`config.mk`:
```
export PLATFORM = sky130hd
export DESIGN_NAME = lif_sweep_scheduler
export DESIGN_NICKNAME = d
export VERILOG_FILES = /design/src/rtl/lif_pkg.sv /design/src/rtl/lif_tick_prescaler.sv /design/src/rtl/lif_sweep_scheduler.sv
export SDC_FILE = /design/constraint.sdc
export NUM_CORES = 1
export LEC_CHECK = 0
export ABC_AREA = 1
export CAP_MARGIN = 5
export CORE_MARGIN = 1
export CORE_UTILIZATION = 50
export CTS_CLUSTER_SIZE = 40
export DETAILED_ROUTE_END_ITERATION = 10
export GPL_TIMING_DRIVEN = 0
export PLACE_DENSITY = 0.72
export SLEW_MARGIN = 20
export SYNTH_ARGS = -nofsm -noshare
export SYNTH_HDL_FRONTEND = slang
export SYNTH_HIERARCHICAL = 1
export SYNTH_SLANG_ARGS = --single-unit
```
`constraint.sdc`:
```
create_clock -name clk -period 2.4 [get_ports clk]
set_input_delay 0.48 -clock clk [delete_from_list [all_inputs] [get_ports clk]]
set_output_delay 0.48 -clock clk [all_outputs]
set_load 0.005 [all_outputs]
```
`src/rtl/lif_pkg.sv`:
```
// Shared types and constants for the LIF sweep scheduler and the LIF core.
package lif_pkg;

  // Default neuron count and potential width shared with the LIF core.
  localparam int unsigned NUM_NEURONS_DEFAULT = 4;
  localparam int unsigned WIDTH_DEFAULT       = 8;

  localparam int unsigned IDX_W    = $clog2(NUM_NEURONS_DEFAULT);
  localparam int unsigned REFRAC_W = 3;

  typedef enum logic [1:0] {
    IDLE,
    CHECK,
    REQ,
    DONE
  } sched_state_t;

endpackage

```
`src/rtl/lif_tick_prescaler.sv`:
```
// Free-running tick prescaler: one-cycle tick every PRESCALE enabled cycles.
module lif_tick_prescaler #(
  parameter int unsigned PRESCALE = 10_000_000
) (
  input  logic clk,
  input  logic rst_n,
  input  logic enable,
  output logic tick
);

  localparam int unsigned   CntW = $clog2(PRESCALE);
  localparam logic [CntW-1:0] Last = CntW'(PRESCALE - 1);

  logic [CntW-1:0] cnt_q, cnt_d;

  // Next count: advance and wrap only while enabled, otherwise hold.
  always_comb begin
    cnt_d = cnt_q;
    if (enable) begin
      cnt_d = (cnt_q == Last) ? '0 : cnt_q + CntW'(1);
    end
  end

  // Count register with synchronous reset.
  always_ff @(posedge clk) begin
    if (!rst_n) begin
      cnt_q <= '0;
    end else begin
      cnt_q <= cnt_d;
    end
  end

  // Gated by enable so a held count of PRESCALE-1 does not repeat the tick.
  assign tick = enable && (cnt_q == Last);

endmodule

```
`src/rtl/lif_sweep_scheduler.sv`:
```
// Time-multiplexes one LIF update datapath across NUM_NEURONS virtual neurons.
// Each tick starts a sweep that serves every non-refractory neuron in order.
module lif_sweep_scheduler
  import lif_pkg::*;
#(
  parameter int unsigned NUM_NEURONS = 4,
  parameter int unsigned WIDTH       = WIDTH_DEFAULT,
  parameter int unsigned PRESCALE    = 10_000_000,
  parameter int unsigned REFRAC      = 2
) (
  input  logic                           clk,
  input  logic                           rst_n,
  input  logic                           enable,
  input  logic [NUM_NEURONS-1:0]         stim,
  output logic                           dp_req,
  output logic [$clog2(NUM_NEURONS)-1:0] dp_idx,
  output logic [WIDTH-1:0]               dp_v_in,
  output logic                           dp_stim,
  input  logic                           dp_ack,
  input  logic [WIDTH-1:0]               dp_v_out,
  input  logic                           dp_fire,
  output logic [NUM_NEURONS-1:0]         spike,
  output logic                           busy,
  output logic                           sweep_done,
  output logic                           overrun
);

  localparam int unsigned         IdxW       = $clog2(NUM_NEURONS);
  localparam logic [IdxW-1:0]     LastIdx    = IdxW'(NUM_NEURONS - 1);
  localparam logic [REFRAC_W-1:0] RefracInit = REFRAC_W'(REFRAC);

  logic tick;

  sched_state_t               state_q;
  logic [IdxW-1:0]            idx_q;
  logic [WIDTH-1:0]           v_q      [NUM_NEURONS];
  logic [REFRAC_W-1:0]        refrac_q [NUM_NEURONS];
  logic [NUM_NEURONS-1:0]     stim_q;
  logic [NUM_NEURONS-1:0]     spike_q;
  logic                       req_q;
  logic                       busy_q;
  logic                       done_q;
  logic                       overrun_q;

  lif_tick_prescaler #(
    .PRESCALE (PRESCALE)
  ) u_prescaler (
    .clk    (clk),
    .rst_n  (rst_n),
    .enable (enable),
    .tick   (tick)
  );

  // Sweep FSM and per-neuron register file; all outputs are registered.
  always_ff @(posedge clk) begin
    if (!rst_n) begin
      state_q   <= IDLE;
      idx_q     <= '0;
      stim_q    <= '0;
      spike_q   <= '0;
      req_q     <= 1'b0;
      busy_q    <= 1'b0;
      done_q    <= 1'b0;
      overrun_q <= 1'b0;
      for (int i = 0; i < NUM_NEURONS; i++) begin
        v_q[i]      <= '0;
        refrac_q[i] <= '0;
      end
    end else begin
      done_q <= 1'b0;
      // A tick that lands outside IDLE is dropped but remembered.
      if (tick && (state_q != IDLE)) begin
        overrun_q <= 1'b1;
      end
      unique case (state_q)
        IDLE: begin
          if (tick) begin
            stim_q  <= stim;
            spike_q <= '0;
            busy_q  <= 1'b1;
            idx_q   <= '0;
            state_q <= CHECK;
          end
        end
        CHECK: begin
          if (refrac_q[idx_q] != '0) begin
            // Refractory neuron: count down and skip the datapath.
            refrac_q[idx_q] <= refrac_q[idx_q] - REFRAC_W'(1);
            if (idx_q == LastIdx) begin
              done_q  <= 1'b1;
              state_q <= DONE;
            end else begin
              idx_q   <= idx_q + IdxW'(1);
              state_q <= CHECK;
            end
          end else begin
            req_q   <= 1'b1;
            state_q <= REQ;
          end
        end
        REQ: begin
          if (dp_ack) begin
            req_q <= 1'b0;
            if (dp_fire) begin
              v_q[idx_q]      <= '0;
              refrac_q[idx_q] <= RefracInit;
              spike_q[idx_q]  <= 1'b1;
            end else begin
              v_q[idx_q] <= dp_v_out;
            end
            if (idx_q == LastIdx) begin
              done_q  <= 1'b1;
              state_q <= DONE;
            end else begin
              idx_q   <= idx_q + IdxW'(1);
              state_q <= CHECK;
            end
          end
        end
        DONE: begin
          busy_q  <= 1'b0;
          state_q <= IDLE;
        end
        default: state_q <= IDLE;
      endcase
    end
  end

  // Operands come straight from the register file; they cannot change in REQ.
  assign dp_req     = req_q;
  assign dp_idx     = idx_q;
  assign dp_v_in    = v_q[idx_q];
  assign dp_stim    = stim_q[idx_q];
  assign spike      = spike_q;
  assign busy       = busy_q;
  assign sweep_done = done_q;
  assign overrun    = overrun_q;

endmodule

```
# Word level (Yosys, flattened, before mapping)
# Memory sizes are Yosys's and may differ from the RTL's. A register that Yosys moved wholly into a read port is not among the register bits.
# Cells that the tools add are included.
totals:
  register_bits: 40
  mem_bits_rw: 44
  input_bits: 17
  word_cells: 102
  mem_count: 2
mem_list:
  columns: ["memory", "depth", "word_bits", "read_ports", "rd_ports_with_merged_regs", "write_ports", "line", "source"]
  rows:
  - ["v_q", 4, 8, 1, 1, 4, "lif_sweep_scheduler.sv:36", "logic [WIDTH-1:0] v_q [NUM_NEURONS];"]
  - ["refrac_q", 4, 3, 1, 1, 4, "lif_sweep_scheduler.sv:37", "logic [REFRAC_W-1:0] refrac_q [NUM_NEURONS];"]
classes:
  addsub: 3
  magnitude_cmp: 2
  eq_ne: 10
  n_mux: 55
  n_bitwise: 3
  n_reduce_logical: 18
ops:
  columns: ["op", "count"]
  rows:
  - ["2-to-1 mux 2 bit", 14]
  - ["2-to-1 mux 1 bit", 25]
  - ["adder 24 x 1 -> 24 bit, second input constant", 1]
  - ["== test 24 bit, second input constant", 1]
  - ["2-to-1 mux 24 bit", 1]
  - ["2-to-1 mux 8 bit", 2]
  - ["2-to-1 mux 4 bit", 3]
  - ["inequality test 2 bit, second input constant", 5]
  - ["one-hot mux 2 bit (4 select lines)", 1]
  - ["one-hot mux 4 bit (2 select lines)", 1]
  - ["AND reduction 4 bit", 2]
  - ["nonzero test 2 bit", 4]
  - ["OR reduction 8 bit", 1]
  - ["== test 2 bit, second input constant", 3]
  - ["2-to-1 mux 3 bit", 2]
  - ["one-hot mux 1 bit (2 select lines)", 3]
  - ["one-hot mux 2 bit (3 select lines)", 1]
  - ["AND reduction 2 bit", 3]
  - ["nonzero test 3 bit", 2]
  - ["bitwise OR 4 bit", 1]
  - ["logical AND 1 bit", 3]
  - ["less-than comparator 2 x 3 -> 1 bit, second input constant", 1]
  - ["AND reduction 3 bit", 1]
  - ["OR reduction 3 bit", 1]
  - ["other kinds (8)", 9]

# Depth between registers and ports, before layout
# Gate-level depths: netlist of the first run.
logic_depth:
  ltp_word: 8
  depth_mapped: 11
  ltp_nobuf: 10

# Hierarchy
# The synthesis of the first run kept the hierarchy.
modules_own_cells:
  columns: ["mod", "n_inst", "cells_each", "area_per_inst_um2", "seq_area_each_um2"]
  rows:
  - ["lif_sweep_scheduler", 1, 303, 2840.2, 1681.6]
  - ["lif_tick_prescaler", 1, 231, 1426.4, 480.5]

# Worst setup path before layout of the first run
# OpenSTA, ideal clock, no wires.
synth_timing:
  path_kind: "reg-to-reg"
  startpoint: "register (tool-made name)"
  endpoint: "memory refrac_q[2][0], enable pin"
  t_arrival_ns: 1.539
  required_ns: 2.098
  setup_slack_ns: 0.558
  path_stages_with_launch: 10
  n_path_buf: 1
  cell_sequence: "dfxtp_1 -> buf_2 -> nand2_1 -> a32o_1 -> ha_1 -> nand2_2 -> nand3_2 -> nand2_1 -> nand2_1 -> nand2_1"
synth_lines:
  columns: ["element", "line"]
  rows:
  - ["to (decl)", "lif_sweep_scheduler.sv:37"]

==> results of run 1 <==
## kinds of logic after synthesis
kind of cell / share of synthesized area, %
AO/OA/AOI/OAI: 8.593
XOR/XNOR: 1.026
adder cells (fa/ha/maj): 2.053
buffers and inverters: 7.067
flip-flops: 50.67
AND/OR/NAND/NOR: 30.59
## path summary, 6_finish.rpt
check	from	slack, ns	to
hold reg to reg	spike[3]	0.45	spike[3]
hold / removal	spike[3]	0.45	spike[3]
setup reg to reg	state_q[0]	0.23	v_q[0][7]
setup / recovery	flip-flop	0.06	dp_v_in[2]
## metrics by stage
step	std cells	utilization (%)	hold slack (ns)	area, sq um
floorplan	534	-	0.4466	4267
detailed placement	674	57.79	0.4421	4748
finish	688	60.24	0.4518	4950
global placement	674	57.79	0.4414	4748
global route	688	60.24	0.4732	4950
CTS	689	60.09	0.4549	4937
## worst reg2reg max path: stages (launching register included)
cell and delay (ns):
dfxtp_1 0.36, inv_1 0.10, ha_1 0.30, nand2_1 0.18, nor2_2 0.19, nand2_1 0.29, nand2_1 0.42
## cells in the mapped netlist
| library cell | n | area [sq um] |
|---|---|---|
| a32o_1 | 1 | 10.01 |
| inv_2 | 4 | 15.01 |
| nand2_4 | 2 | 22.52 |
| nor2_4 | 2 | 22.52 |
| dfxtp_1 | 42 | 840.8 |
| buf_6 | 3 | 33.78 |
| nor2_8 | 1 | 20.02 |
| o21ai_0 | 26 | 130.1 |
| o21a_1 | 1 | 7.510 |
| nor3_4 | 1 | 16.27 |
| o21bai_1 | 1 | 7.510 |
| a31oi_1 | 1 | 6.260 |
| and2_1 | 1 | 6.260 |
| o22ai_1 | 8 | 50.05 |
| nand2_1 | 117 | 439.2 |
| nand3_2 | 2 | 20.02 |
| xor2_1 | 5 | 43.79 |
| or2_4 | 1 | 8.760 |
| edfxtp_1 | 44 | 1321 |
| nand3b_1 | 1 | 7.510 |
| a22oi_1 | 2 | 15.01 |
| nand3_1 | 19 | 95.09 |
| o211a_1 | 1 | 10.01 |
| o21ai_4 | 1 | 16.27 |
| nand2_2 | 7 | 43.79 |
| a21oi_1 | 21 | 105.1 |
| ha_1 | 7 | 87.58 |
| o221ai_1 | 1 | 8.760 |
| buf_2 | 4 | 20.02 |
| clkbuf_1 | 2 | 7.510 |
| nand4_1 | 9 | 56.30 |
| nor3_1 | 14 | 70.07 |
| nor2_2 | 6 | 37.54 |
| buf_4 | 1 | 7.510 |
| inv_1 | 58 | 217.7 |
| nor2_1 | 117 | 439.2 |
## layer usage
metal	track usage (%)	share of wire (%)	vias up	routed length [um]
met4	7.436	1.8	0	171
met5	0	0	-	0
li1	-	-	1826	-
met3	2.818	5.5	18	507
met1	29.04	45	1641	4182
met2	37.62	48	119	4437
## flip-flops by register name, summed over array words and instances, names as in the netlist, named ones only
register           flops
overrun                1
sweep_done             1
dp_req                 1
state_q                2
refrac_q              12
u_prescaler/cnt_q     24
spike                  4
stim_q                 4
busy                   1
dp_idx                 2
v_q                   32
## layout make-up
class	count	area (sq um)	area share [%]
multi-input cells	376	1810	36.58
inverters	62	236.5	4.778
clock inverters	5	31.28	0.6320
plain buffers	8	71.32	1.441
flip-flops and latches	86	2163	43.71
clock buffers	11	152.6	3.084
well taps	105	131.4	2.654
repair buffers	35	352.8	7.128
## layout by cell type (no fill, tap or decap), types with 2 or more instances in the layout
cell type	n
nand2_1	117
nand2_2	7
nand3_2	2
o21ai_0	25
inv_2	4
buf_4	2
nor2_2	9
a21oi_1	21
buf_6	4
o22ai_1	8
inv_1	57
edfxtp_1	44
nor2_1	114
clkinv_2	3
nor3_1	14
clkbuf_8	9
nand4_1	9
nand3_1	19
nor2_4	2
dfxtp_1	41
nand2_4	2
xor2_1	5
clkinvlp_4	2
a22oi_1	2
ha_1	7
clkdlybuf4s50_1	34
clkbuf_1	2
## where the power goes
group	leakage, uW	switching (uW)	internal (uW)
clock	0.0000946	520	438
sequential	0.000757	12.3	1580
combinational	0.00111	70.6	56.6
## repair_timing
action	CTS	global route
cloned	0	0
hold endpoints to repair	0	0
setup endpoints to repair	8	7
gates resized for setup	4	7
==> out/metrics.csv, run 1 <==
metric;value;unit
wire per inst;13.52;um
worst vdd ir;307.8;uV
Setup Viol. Count Final;0;
Crit path arrival time;1.86;ns
die width;94.38;um
Power Total;2676;uW
post-route worst setup slack;0.06374;ns
vias in the first global route;3217;
P per Cell Area;540.7;nW/um^2
clk buf depth;2;
hold path depth;2;
hold_buf cts;0;
Fin Clk Skew;0.01362;ns
CTS sink cnt;86;
# IOs;36;
data required time at the worst endpoint;1.92;ns
first-pass GRT wire length;15.01;mm
DRT Wirelength;9.299;mm
Clock transition at path regs;0.08;ns
Worst setup EP type;output port;
Core Footprint;8217;sq um
max frequency;428.0;MHz
Slew HR;42.28;%
Die Ht;94.38;um
Avg Inst Size Synth;7.990;sq um
die area;8907;sq um
TritonRoute pass-1 iters;6;
min Tclk post-route;2.336;ns
drt first-iter violations;184;
outcome;finished clean;
Max-Cap Viols;0;
synthesized area;4267;sq um
depth of the CTS H-tree;3;
CTS tree;built;
crit-path max cell delay;0.54;ns
post-DR vias/cell;5.238;
Initial Util;51.93;%
aggregate negative setup slack;0;ns
Max FO, Critical Path;10;
kind of cell adding the most delay to the critical path;buffers and inverters;
Distinct cells, synth;36;
Nets;602;
crit-path cells;buf_4 -> buf_6 -> o21ai_0 -> o22ai_1 -> clkdlybuf4s50_1;
Detail Route Antenna Nets;0;
Clock Tree Root;clkbuf_8;
total gr overflow;0;
Pins Over Slew Limit;0;
port buffer count;35;
Yosys reg bits;86;
GPL Wtd Cong;0.8730;
startpoint types;flip-flop;
post-CTS setup repair buffer count;0;
clk_lat worst skew;0.35;ns
# diodes;0;
share of layout cells above drive strength 1;9.262;%
CP max-delay cell;clkdlybuf4s50_1;
Fillers;704;
Synthesis Warnings;6;
CTS Buf Count;9;
hpwl dp;6.659;mm
DRC viols;0;
worst hold path class;reg2reg;
CP bufs+invs;3;
crit share post-route;97.34;%
Post-Place Worst Slack;-0.2044;ns
Vias;3604;
Register-to-Register Path Depth;6;
Synth Net Count;558;
Rows;33;
total global-route track usage;22.11;%
initial antenna violation count;0;
largest net degree at the start of global routing;16;
Area Overhead vs Synth;16.01;%
synthesized instance count;534;
final hold vios;0;
sequential fraction of the synthesis area;50.67;%
Slew @ Worst Pin;0.8600;ns
Worst path depth;5;
leakage power;0.001961;uW
kind of critical path;reg2out;
Note: power is estimated with default switching activity, not from simulation.
==> run 2, diff against run 1 <==
--- a/config.mk
+++ b/config.mk
@@ -12,9 +12,8 @@
 export CTS_CLUSTER_SIZE = 40
 export DETAILED_ROUTE_END_ITERATION = 10
 export GPL_TIMING_DRIVEN = 0
-export PLACE_DENSITY = 0.72
+export PLACE_DENSITY = 0.75
 export SLEW_MARGIN = 20
 export SYNTH_ARGS = -nofsm -noshare
 export SYNTH_HDL_FRONTEND = slang
-export SYNTH_HIERARCHICAL = 1
 export SYNTH_SLANG_ARGS = --single-unit
==> constraint.sdc (replaced) <==
create_clock -name clk -period 2 [get_ports clk]
set_input_delay 0.4 -clock clk [delete_from_list [all_inputs] [get_ports clk]]
set_output_delay 0.4 -clock clk [all_outputs]
set_load 0.005 [all_outputs]
==> out/metrics.csv, run 2 <==
metric;value;unit;change
outcome;finished clean;;
Worst setup EP type;flip-flop;;
port buffer count;33;;-5.7%
hpwl dp;6.493;mm;-2.5%
Clock transition at path regs;0.08;ns;about the same
Post-Place Worst Slack;-0.3408;ns;-0.1364 ns
Synth Net Count;545;;-2.3%
initial antenna violation count;0;;unchanged
Slew @ Worst Pin;0.6756;ns;-0.1843 ns
Core Footprint;8175;sq um;-0.50%
post-DR vias/cell;5.200;;-0.73%
P per Cell Area;657.8;nW/um^2;+22%
Register-to-Register Path Depth;10;;+4
min Tclk post-route;1.935;ns;
Die Ht;93.53;um;-0.90%
Synthesis Warnings;0;;-6
CTS Buf Count;9;;unchanged
clk buf depth;2;;unchanged
Detail Route Antenna Nets;0;;unchanged
leakage power;0.002108;uW;+7.5%
Area Overhead vs Synth;21.60;%;
share of layout cells above drive strength 1;13.99;%;+4.7 points
Nets;598;;-0.66%
drt first-iter violations;132;;-28%
CP endpoint;refrac_q[3][2];;
Pins Over Slew Limit;0;;unchanged
synthesized area;4189;sq um;-1.8%
Async SR Flop Fraction;0;%;unchanged
hold_buf cts;0;;unchanged
synthesized instance count;521;;-2.4%
CTS tree;built;;
number of synthesized flops with an enable pin;44;;unchanged
# diodes;0;;unchanged
Vias;3557;;-1.3%
kind of critical path;reg2reg;;
Slew HR;54.96;%;+13 points
worst hold path class;in2reg;;
die width;93.53;um;-0.90%
Reg2Reg Setup Slack;0.07;ns;-0.16 ns
top post-synthesis cells by count;107 x nor2_1, 104 x nand2_1, 64 x inv_1, 44 x edfxtp_1, 42 x dfxtp_1;;
Avg Inst Size Synth;8.040;sq um;+0.63%
main combinational cell family by area after synthesis;simple AND/OR/NAND/NOR gates;;
depth of the CTS H-tree;3;;unchanged
final core occ;62.30;%;+2.1 points
Crit path arrival time;1.97;ns;+0.11 ns
Top Registers;v_q: 32 flops, u_prescaler.cnt_q: 24 flops, refrac_q: 12 flops;;
top-area cell type share of the netlist area;31.54;%;+0.57 points
startpoint types;flip-flop;;
GPL Wtd Cong;0.8763;;+0.38%
most common cell in the synthesized netlist;nor2_1;;
DRT Wirelength;9.546;mm;+2.7%
number of flip-flops under the largest register name;32;;unchanged
total gr overflow;0;;unchanged
Max FO, Critical Path;8;;-2
Top reg by flops;v_q;;
Synth Area in Compound Gates;9.229;%;+0.64 points
die area;8748;sq um;-1.8%
ys flop type;edfxtp_1;;
XOR/XNOR Fraction of Synth Area;1.464;%;+0.44 points
Power Total;3351;uW;+25%
commonest non-fill, non-tap cell in the layout;nor2_1;;
first-pass GRT wire length;15.17;mm;+1.1%
clk_lat worst skew;0.34;ns;about the same
hold path depth;3;;+1
crit share post-route;96.73;%;
largest net degree at the start of global routing;15;;-1
Rows;33;;unchanged
Yosys reg bits;86;;unchanged
Final Cell Area;5094;sq um;+2.9%
largest area contributor in the synthesized netlist;edfxtp_1;;
r2r endpoint;refrac_q[3][2];;
TritonRoute pass-1 iters;4;;-2
# IOs;36;;unchanged
Synth Area in Simple Gates;27.36;%;-3.2 points
worst vdd ir;321.1;uV;+4.3%
DRC viols;0;;unchanged
Setup Viol. Count Final;0;;unchanged
Clock Tree Root;clkbuf_8;;
total global-route track usage;22.64;%;+0.53 points
RSZ-0062 raised after global routing;false;;
synth top area cells;edfxtp_1 32%, dfxtp_1 20%, nor2_1 9.6%, nand2_1 9.3%, inv_1 5.7%;;
area post-placement;4653;sq um;-2.0%
data required time at the worst endpoint;2.04;ns;+0.12 ns
max frequency;516.9;MHz;
sequential fraction of the synthesis area;51.61;%;+0.94 points
final hold vios;0;;unchanged
Initial Util;51.24;%;-0.69 points
vias in the first global route;3355;;+4.3%
post-route worst setup slack;0.06543;ns;+0.001696 ns
Max-Cap Viols;0;;unchanged
Fin Clk Skew;0.009952;ns;-0.003671 ns
WHS;0.4170;ns;-0.03473 ns
adder-cell share of the synthesized area;2.091;%;+0.038 points
CTS sink cnt;86;;unchanged
post-synthesis mux area share;0;%;unchanged
Distinct cells, synth;36;;unchanged
wire per inst;13.96;um;+3.3%
most frequent cells in the layout;104 x nor2_1, 96 x nand2_1, 60 x inv_1;;
==> run 2: changes by cell type in the layout (fill, tap and decap cells not counted), moves of 6 or more <==
| cell | change |
|---|---|
| nor2_1 | -10 |
| buf_4 | +10 |
| nand3_1 | -6 |
| dlygate4sd2_1 | +6 |
| nand2_1 | -21 |
| a21oi_1 | -8 |
| clkdlybuf4s50_1 | -10 |
==> run 2: layer usage <==
| layer | vias to the layer above | share of wire [%] | global-route usage, % | wire length [um] |
|---|---|---|---|---|
| met5 | - | 0 | 0 | 0 |
| met4 | 0 | 0.94 | 8.590 | 90 |
| met3 | 10 | 4.8 | 2.846 | 460 |
| met2 | 82 | 51 | 40.32 | 4859 |
| met1 | 1658 | 43 | 27.84 | 4136 |
| li1 | 1807 | - | - | - |
==> run 2: logic make-up (layout without fill, tap and decap cells) <==
kind of cell,count (synthesis),after routing
flip-flops,86,86
XOR/XNOR,7,7
AO/OA/AOI/OAI,70,70
adder cells (fa/ha/maj),7,7
buffers and inverters,84,142
AND/OR/NAND/NOR,267,267
==> run 2: stage by stage <==
| step | cells | setup TNS, ns |
|---|---|---|
| 6_report | 684 | 0 |
| 3_5_place_dp | 659 | -13.16 |
| 2_1_floorplan | 521 | 0 |
| 5_1_grt | 684 | 0 |
| 3_3_place_gp | 659 | -21.95 |
| 4_1_cts | 683 | -1.989 |
==> run 2: repair_timing <==
item / 4_1_cts / 5_1_grt
gates resized for setup: 49 / 25
pin swaps: 5 / 2
cloned: 0 / 0
buffers inserted: 8 / 2
endpoints found under the setup margin: 67 / 89
==> run 2: area by class of cell <==
cell class	instances	area, sq um
Timing Repair Buffer	43	387.9
Clock buffer	9	123.9
Clock inverter	7	88.84
Multi-Input combinational cell	351	1793
Fill cell	713	3082
Sequential cell	86	2175
Inverter	66	247.7
Buffer	17	146.4
Tap cell	105	131.4
==> run 2: how the worst min path moves through the flow <==
stage / end / startpoint
global placement: overrun / overrun
detailed placement: overrun / overrun
finish: u_prescaler.cnt_q[1] / enable
floorplan: u_prescaler.cnt_q[18] / u_prescaler.cnt_q[18]
global route: u_prescaler.cnt_q[1] / enable
CTS: u_prescaler.cnt_q[1] / enable
==> run 2: where the power goes <==
part / switching (uW) / total, uW / leakage (uW) / internal [uW]
clock: 600 / 1300 / 0.000104 / 695
combinational: 84.2 / 150 / 0.00125 / 65.7
sequential: 14.8 / 1910 / 0.000759 / 1890
==> run 2: worst max-delay path, cell delays in order (launching register included) <==
cell,delay (ns)
dfxtp_4,0.37
inv_2,0.07
clkbuf_8,0.15
nand2_1,0.06
a32o_1,0.28
ha_4,0.20
nand2_4,0.07
nand3_4,0.10
nand2_4,0.12
nand2_1,0.05
nand2_1,0.14
==> run 3, diff against run 2 <==
--- a/config.mk
+++ b/config.mk
@@ -11,6 +11,7 @@
 export CORE_UTILIZATION = 50
 export CTS_CLUSTER_SIZE = 40
 export DETAILED_ROUTE_END_ITERATION = 10
+export GPL_ROUTABILITY_DRIVEN = 0
 export GPL_TIMING_DRIVEN = 0
 export PLACE_DENSITY = 0.75
 export SLEW_MARGIN = 20
==> out/metrics.csv, run 3 (synthesis gave the netlist of run 2 again) <==
metric;value;unit;change
CTS sink cnt;86;;unchanged
Final Cell Area;5069;sq um;-0.49%
Top Registers;v_q: 32 flops, u_prescaler.cnt_q: 24 flops, refrac_q: 12 flops;;
Top reg by flops;v_q;;
crit share post-route;103.2;%;+6.5 points
final hold vios;0;;unchanged
# IOs;36;;unchanged
CTS tree;built;;
Slew HR;37.52;%;-17 points
Setup Viol. Count Final;15;;+15
clk buf depth;2;;unchanged
CP max-delay cell;o21ai_1;;
share of layout cells above drive strength 1;14.85;%;+0.86 points
Die Ht;93.53;um;unchanged
Area Overhead vs Synth;21.00;%;
Initial Util;51.24;%;unchanged
Slew @ Worst Pin;0.9310;ns;+0.2553 ns
Worst setup EP type;flip-flop;;
footprint of the multi-input gates;1788;sq um;-0.28%
Vias;3619;;+1.7%
Rows;33;;unchanged
Detail Route Antenna Nets;0;;unchanged
area post-placement;4653;sq um;unchanged
die width;93.53;um;unchanged
Register-to-Register Path Depth;5;;-5
number of flip-flops under the largest register name;32;;unchanged
worst hold path class;in2reg;;
r2r endpoint;v_q[0][3];;
Fin Clk Skew;0.01605;ns;+0.006099 ns
violated checks;negative setup slack;;
largest net degree at the start of global routing;16;;+1
startpoint types;flip-flop;;
hold path depth;3;;unchanged
worst vdd ir;373.0;uV;+16%
Reg2Reg Setup Slack;-0.06;ns;-0.13 ns
first-pass GRT wire length;15.48;mm;+2.0%
crit-path max cell delay;0.76;ns;+0.39 ns
Pins Over Slew Limit;0;;unchanged
post-route worst setup slack;-0.06379;ns;-0.1292 ns
min Tclk post-route;2.064;ns;+0.1292 ns
drt first-iter violations;201;;+52%
port buffer count;33;;unchanged
Power Total;3297;uW;-1.6%
die area;8748;sq um;unchanged
outcome;complete, but fails checks;;
hpwl dp;6.592;mm;+1.5%
kind of critical path;reg2reg;;
fin cells;684;;unchanged
data required time at the worst endpoint;1.98;ns;-0.06 ns
Hold Path Origin;enable;;
leakage power;0.002082;uW;-1.2%
Core Footprint;8175;sq um;unchanged
post-DR vias/cell;5.291;;+1.7%
Fillers;689;;-3.4%
depth of the CTS H-tree;3;;unchanged
total gr overflow;0;;unchanged
# diodes;0;;unchanged
TritonRoute pass-1 iters;5;;+1
initial antenna violation count;0;;unchanged
Nets;598;;unchanged
WHS Endpoint;u_prescaler.cnt_q[1];;
register area;2175;sq um;unchanged
commonest non-fill, non-tap cell in the layout;nor2_1;;
clk_lat worst skew;0.36;ns;+0.02 ns
P per Cell Area;650.4;nW/um^2;-1.1%
Max FO, Critical Path;10;;+2
r2r startpoint;state_q[0];;
most frequent cells in the layout;101 x nor2_1, 97 x nand2_1, 59 x inv_1;;
Max-Cap Viols;0;;unchanged
max frequency;484.5;MHz;-6.3%
Clock transition at path regs;0.08;ns;about the same
aggregate negative setup slack;-0.4918;ns;-0.4918 ns
total global-route track usage;23.15;%;+0.51 points
RSZ-0062 raised after global routing;true;;
Crit path arrival time;2.05;ns;+0.08 ns
DRT Wirelength;9.812;mm;+2.8%
Post-Place Worst Slack;-0.3638;ns;-0.02294 ns
placed cell count;659;;unchanged
crit-path cells;inv_1 -> ha_1 -> buf_2 -> nand2_2 -> o21ai_1;;
vias in the first global route;3406;;+1.5%
wire per inst;14.35;um;+2.8%
CTS Buf Count;9;;unchanged
Clock Tree Root;clkbuf_8;;
DRC viols;0;;unchanged
==> run 3: changes by cell type in the layout (fill, tap and decap cells not counted), moves of 2 or more <==
cell	change
clkbuf_2	+2
nor2_2	+3
clkinvlp_4	+2
clkbuf_1	+2
clkinv_1	-2
o21ai_1	+4
buf_4	-2
nor2_1	-3
o21ai_0	-4
dlygate4sd2_1	-2
==> run 3: per-stage QoR <==
step | utilization, % | hold slack [ns]
detailed placement | 56.92 | 0.4631
floorplan | - | 0.4432
CTS | 61.26 | 0.3860
global route | 62.00 | 0.4211
global placement | 56.92 | 0.4594
finish | 62.00 | 0.3952
==> run 3: final cells by class <==
class	count	area share, %
Sequential cell	86	42.90
Multi-Input combinational cell	351	35.28
Timing Repair Buffer	42	7.430
Inverter	66	4.937
Buffer	18	2.962
Tap cell	105	2.592
Clock buffer	10	2.518
Clock inverter	6	1.382
==> run 3: routing by layer <==
metal,GRT usage (%),part of all wire [%],vias up
met2,39.46,50,114
met3,3.984,5.4,18
met5,0,0,-
li1,-,-,1802
met1,28.53,42,1685
met4,10.64,2.1,0
==> run 3: worst max path at each step <==
stage,from,to,depth (start not counted)
2_1_floorplan,flip-flop,refrac_q[2][0],10
3_3_place_gp,dp_ack,v_q[3][0],3
3_5_place_dp,flip-flop,dp_v_in[5],5
4_1_cts,state_q[0],v_q[1][5],5
5_1_grt,state_q[0],v_q[0][3],5
6_report,state_q[0],v_q[0][3],5
==> run 3: what timing repair did <==
action                     in CTS  in global routing
resized for setup              52                 34
hold endpoints to repair        0                  0
hold buffers                    0                  0
pin swaps                       5                  4
buffers inserted                7                  2
setup endpoints to repair      69                 94
==> run 3: power by group <==
| group | leakage [uW] | switching [uW] | internal [uW] | total (uW) |
|---|---|---|---|---|
| registers | 0.000759 | 17.3 | 1890 | 1910 |
| clock network | 0.0000891 | 653 | 584 | 1240 |
| logic | 0.00123 | 86.3 | 64.8 | 151 |
| total | 0.00208 | 757 | 2540 | 3300 |
==> run 3: worst max-delay path, delay by kind of cell, from the launching register on <==
| family | cells | cell delay (ns) |
|---|---|---|
| buffers and inverters | 2 | 0.30 |
| adders and majority gates | 1 | 0.14 |
| and+or+nand+nor | 1 | 0.14 |
| DFF | 1 | 0.35 |
| AOI/OAI and AO/OA | 1 | 0.76 |
